## src/rtl/if_stage.sv

```systemverilog
// rtl/if_stage.sv - instruction-fetch stage: PC register, SRAM request, instruction buffer, AdEL detect
module if_stage #(
    parameter logic [31:0] RESET_PC = 32'hBFC00000
) (
    input  logic        clk,
    input  logic        rst_n,
    input  logic        id_allowin_in,
    input  logic [31:0] id_nextPC_in,
    input  logic        wb_ClrStpJmp_in,
    output logic        if_valid_out,
    output logic        inst_sram_en,
    output logic [31:0] inst_sram_addr,
    input  logic [31:0] inst_sram_rdata,
    output logic [31:0] if_PC_out,
    output logic [31:0] if_NPC_out,
    output logic [31:0] if_NNPC_out,
    output logic [31:0] if_NPC_fast_wire,
    output logic [31:0] if_Instruct_out,
    output logic        if_exception_out,
    output logic [4:0]  if_ExcCode_out,
    output logic [31:0] if_error_VAddr_out
);

    localparam logic [31:0] PC_INIT   = RESET_PC - 32'd4;
    localparam logic [4:0]  EXC_ADEL  = 5'h04;

    logic [31:0] pc_q;
    logic        valid_q;
    logic [31:0] inst_buf_q;
    logic        buf_valid_q;
    logic        fetch_pending_q;

    logic        allowin;
    logic        advance;
    logic        exc;

    // Flush overrides a decode stall; an empty stage always accepts.
    always_comb begin
        allowin = !valid_q || id_allowin_in;
        advance = allowin || wb_ClrStpJmp_in;
        exc     = valid_q && (pc_q[1:0] != 2'b00);
    end

    // SRAM request: misaligned targets are never presented to memory.
    always_comb begin
        inst_sram_addr = id_nextPC_in;
        inst_sram_en   = advance && rst_n && (id_nextPC_in[1:0] == 2'b00);
    end

    // PC/valid advance together with decode; returned data is parked while stalled.
    always_ff @(posedge clk) begin
        if (!rst_n) begin
            pc_q            <= PC_INIT;
            valid_q         <= 1'b0;
            inst_buf_q      <= 32'd0;
            buf_valid_q     <= 1'b0;
            fetch_pending_q <= 1'b0;
        end else if (advance) begin
            pc_q            <= id_nextPC_in;
            valid_q         <= 1'b1;
            buf_valid_q     <= 1'b0;
            fetch_pending_q <= inst_sram_en;
        end else begin
            fetch_pending_q <= 1'b0;
            if (fetch_pending_q) begin
                inst_buf_q  <= inst_sram_rdata;
                buf_valid_q <= 1'b1;
            end
        end
    end

    // Decode-facing outputs; an excepting fetch is delivered as a nop.
    always_comb begin
        if_valid_out       = valid_q;
        if_PC_out          = pc_q;
        if_NPC_out         = pc_q + 32'd4;
        if_NNPC_out        = pc_q + 32'd8;
        if_NPC_fast_wire   = pc_q + 32'd4;
        if_exception_out   = exc;
        if_ExcCode_out     = exc ? EXC_ADEL : 5'd0;
        if_error_VAddr_out = exc ? pc_q : 32'd0;
        if (!valid_q || exc) begin
            if_Instruct_out = 32'd0;
        end else if (buf_valid_q) begin
            if_Instruct_out = inst_buf_q;
        end else begin
            if_Instruct_out = inst_sram_rdata;
        end
    end

endmodule
```

## config.mk

```make
export PLATFORM = sky130hd
export DESIGN_NAME = if_stage
export DESIGN_NICKNAME = d
export VERILOG_FILES = /design/src/rtl/if_stage.sv
export SDC_FILE = /design/constraint.sdc
export NUM_CORES = 1
export LEC_CHECK = 0
export BUFFER_PORTS_ARGS = -buffer_cell sky130_fd_sc_hd__buf_2
export CAP_MARGIN = 20
export CORE_ASPECT_RATIO = 1.5
export CORE_MARGIN = 2
export CORE_UTILIZATION = 35
export DETAILED_ROUTE_END_ITERATION = 8
export GPL_TIMING_DRIVEN = 0
export PLACE_DENSITY = 0.76
export SLEW_MARGIN = 40
export SYNTH_ARGS = -nofsm -noshare
export SYNTH_HDL_FRONTEND = slang
export SYNTH_SLANG_ARGS = --single-unit
```

## constraint.sdc

```tcl
create_clock -name clk -period 2.9 [get_ports clk]
set_clock_uncertainty 0.05 [all_clocks]
set_input_delay 0.145 -clock clk [delete_from_list [all_inputs] [get_ports clk]]
set_output_delay 0.145 -clock clk [all_outputs]
set_load 0.05 [all_outputs]
```

# Yosys cells after proc, flatten, opt, wreduce, memory -nomap -nowiden
# Cells that the tools add are included.
# W data, S select, Z words.
[classes]
bitwise_logic = 2
n_reduce_logical = 12
n_mux = 4
n_addsub = 2
[ops]
columns = ["op", "count"]
rows = [
  ["$mux W32", 3],
  ["$add A32 B3 Y32 const B", 1],
  ["$add A32 B4 Y32 const B", 1],
  ["$reduce_and A2 Y1", 2],
  ["$logic_and A1 B1 Y1", 3],
  ["$logic_or A1 B1 Y1", 3],
  ["$mux W3", 1],
  ["$logic_not A2 Y1", 1],
  ["$not A1 Y1", 2],
  ["$reduce_bool A2 Y1", 1],
  ["$reduce_or A2 Y1", 1],
  ["$logic_not A1 Y1", 1],
]
[word_totals]
elab_cells = 25
input_bits = 68
regBits = 67

# Depth between registers and ports, before layout
[logic_depth]
ltp_word = 5
ltp_mapped = 7
ltp_nobuf = 5

# Worst setup path after synthesis
# Ideal clock, no wire load.
[synth_path]
kind = "flip-flop to output port"
startpoint = "reg pc_q[2] (netlist: if_PC_out[2])"
endpoint = "out if_NPC_out[28]"
required_time_ps = 2705
arrival_time_ps = 3124
setup_slack_ps = -419
stages_incl_launch_ff = 7
cell_sequence = "dfxtp_1 ha_1 nand3_1 nor4_1 nand4_1 xnor2_1 buf_4"
[synth_between]
elab_chain_len = 1
[synth_lines]
columns = ["item", "line", "source"]
rows = [
  ["from (decl)", "27", "logic [31:0] pc_q;"],
  ["from (signal assigned)", "59", "pc_q <= id_nextPC_in;"],
  ["$add A32 B3 Y32", "-", ""],
  ["to (decl)", "15", "output logic [31:0] if_NPC_out,"],
]
# Every way passes these cells.

# Worst setup path in the final report
[layout_path]
startpoint = "reg pc_q[2] (netlist: if_PC_out[2])"
endpoint = "out if_NPC_out[22]"
[layout_between]
elab_chain_len = 1
[layout_lines]
columns = ["item", "line", "source"]
rows = [
  ["$add A32 B3 Y32", "76", "if_NPC_out = pc_q + 32'd4;"],
]
# Every way passes these cells.

==> results_dict.tcl <==
set metrics [dict create \
    status "complete, no violations" \
    placementRows 52 \
    synth_cell_types 37 \
    ys_dominant_reg_cell "dfxtp_1" \
    layout_min_cycle_time_ns 2.79 \
    finalMaxSlewViolations 0 \
    syn2layout_area_growth_pct 50.8 \
    worst_pin_slew_ns 0.716 \
    cts_sinks 67 \
    place_hpwl_mm 13.3 \
    grt_usage_pct 21.9 \
    yosysWarningCount 0 \
    die_h_um 147 \
    crit_start "if_PC_out[2]" \
    critPathMaxFanout 8 \
    path_clk_slew_ns 0.06 \
    required_ns 2.71 \
    finalHoldViolCount 0 \
    post_drt_wl_per_cell_um 14.9 \
    path_class "flop to output port" \
    clk_latency_ns 0.33 \
    grt_pass1_vias 5033 \
    postSynthAreaPerCell_um2 7.54 \
    htreeDepth 3 \
    ys_ff_latch 67 \
    dr.pass1.iters 4 \
    grt_max_degree 14 \
    tritoncts "built" \
    layout-drive-gt1-share_pct 46.8 \
    antenna_found_initial 1 \
    drt_iter0_markers 140 \
    cts_made_buffers 9 \
    final_antenna_net_count 0 \
    crit_chain "ha_1, nand3_2, or4_4, nor3_2, xor2_2, buf_4, clkbuf_4" \
    cts-root-buf "clkbuf_16" \
    synthCells 630 \
    synthesis.area_um2 4750 \
    yosysSeqAreaShare_pct 28.2 \
    grt_pass1_wl_mm 25.4 \
    hp-class "input port to flop" \
    place_congestion 0.858 \
    arrival_ns 2.59 \
    fin_cells 1124 \
    overflow 0 \
    synth_edf_count 0 \
    final_util_pct 53.5 \
    stdcell_area_um2 7160 \
    via_count 5285 \
    setup_viol 0 \
    ctsLongestPathBuffers 2 \
    p_per_area_nw_per_um2 542 \
    cpMaxStageDelayCell "or4_4" \
    portBuffers 294 \
    cp_top_family "simple AND/OR/NAND/NOR gates" \
    max_stage_delay_ns 0.63 \
    p_leak_nw 3.43 \
    reg2reg_from "if_valid_out" \
    fmax_mhz 359 \
    via_per_inst 4.70 \
    async_flop_share_pct 0 \
    setup_tns_ns 0 \
    wirelength_mm 16.7 \
    nNetsFinal 1027 \
    place_area_um2 6630 \
    peakVddDrop_mv 0.275 \
    total_power_w 0.00388 \
    die-area_um2 14500 \
    fin_crit_sh_pct 96.1 \
    end_kind "output port" \
    ios 300 \
    drv_cap 0 \
    placed_cells 1089 \
    die_w_um 99.1 \
    drc 0 \
    core_area_um2 13400 \
    worstHoldStart "id_nextPC_in[4]" \
    relSlewSlack_pct 51.9 \
    start_kind "flop" \
    antenna_cells 0 \
    start_util_pct 35.4 \
    critical_path_buf_inv_count 2 \
    rrSetupSlack_ns 0.98 \
]
## layer usage
metal	vias to the layer above	wire (um)	GRT usage, %
li1	2601	-	-
met2	222	8890	40.9
met1	2420	6150	23.0
met5	-	13	0
met3	40	1040	3.73
met4	2	624	10.8
## layout make-up
type	count	area [um^2]
Buffer	123	818
Clock inverter	7	98.8
Tap cell	162	203
Fill cell	1342	6240
Clock buffer	9	225
Inverter	2	7.51
Timing Repair Buffer	314	1660
Sequential cell	67	1350
Multi-Input combinational cell	440	2800
## sequential cells by signal, summed over array words and instances, names as in the netlist
name             flops
if_PC_out           32
inst_buf_q          32
buf_valid_q          1
fetch_pending_q      1
if_valid_out         1
## synth_stat cells (8+ instances only)
cell      number  share of area [%]
nand3_1       38                4.0
a21boi_0      31                4.9
buf_4         78                 12
clkbuf_1      32                2.5
xor2_1        22                4.1
xnor2_1       33                6.1
dfxtp_1       67                 28
and2_1        31                4.1
mux2i_1       32                6.7
nand4_1       13                1.7
nor3_1         8               0.84
nor2_1        48                3.8
buf_2          9               0.95
nand2_1      147                 12
## stage by stage
step                worst slack (ns)  hold WS, ns
global placement             -0.0456        0.189
CTS                           0.0181      0.00213
finish                         0.114       0.0118
floorplan                   -0.00895        0.172
detailed placement             0.191        0.191
global route               -0.000154       0.0128
## logic make-up after synthesis
kind of cell | share of synthesized area (%)
flops | 28.2
simple gates | 30.7
other cells | 0.0790
fa+ha+maj | 0.527
compound gates | 6.11
mux | 6.74
buf+inv | 17.4
xor+xnor | 10.1
## power breakdown
part / total (W) / internal [W] / switching (W)
Sequential: 0.00100 / 0.000956 / 0.0000475
Combinational: 0.00168 / 0.000448 / 0.00123
Clock: 0.00120 / 0.000759 / 0.000437
## final timing paths
kind	endpoint	cells after the start
max	if_NPC_out[22]	7
min	if_PC_out[4]	3
max reg2reg	inst_buf_q[18]	6
min reg2reg	inst_buf_q[8]	2
## worst reg2reg max path, stage by stage, from the launching register on
cell and delay (ns):
dfxtp_1 0.43, nor3b_2 0.46, and2_0 0.19, clkbuf_1 0.20, buf_2 0.26, nand2_1 0.07, a21boi_0 0.17
## cells in the final DEF, fill, tap and decap left out, types with 3 or more instances in the layout
cell type      Yosys  final
buf_2              9    301
nand2_1          147    147
buf_4             78     83
dfxtp_1           67     63
nor2_1            48     48
nand3_1           38     37
mux2i_1           32     32
and2_1            31     31
a21boi_0          31     31
clkbuf_1          32     29
xnor2_1           33     20
xor2_1            22     15
dlygate4sd3_1      0     15
nand4_1           13     13
xnor2_2            0     11
clkbuf_16          0      9
xor2_2             0      7
nor3_1             8      6
or2_2              5      5
a21boi_1           5      5
conb_1             1      4
dfxtp_2            0      4
clkbuf_2           1      3
nor4_4             2      3
## what timing repair did
action | 4_1_cts | 5_1_grt
buffers inserted | 4 | 1
endpoints found under the hold margin | 15 | 0
endpoints found under the setup margin | 9 | 13
pin swaps | 2 | 1
hold buffers | 15 | 0
resized for setup | 3 | 7
Note: power is estimated with default switching activity, not from simulation.
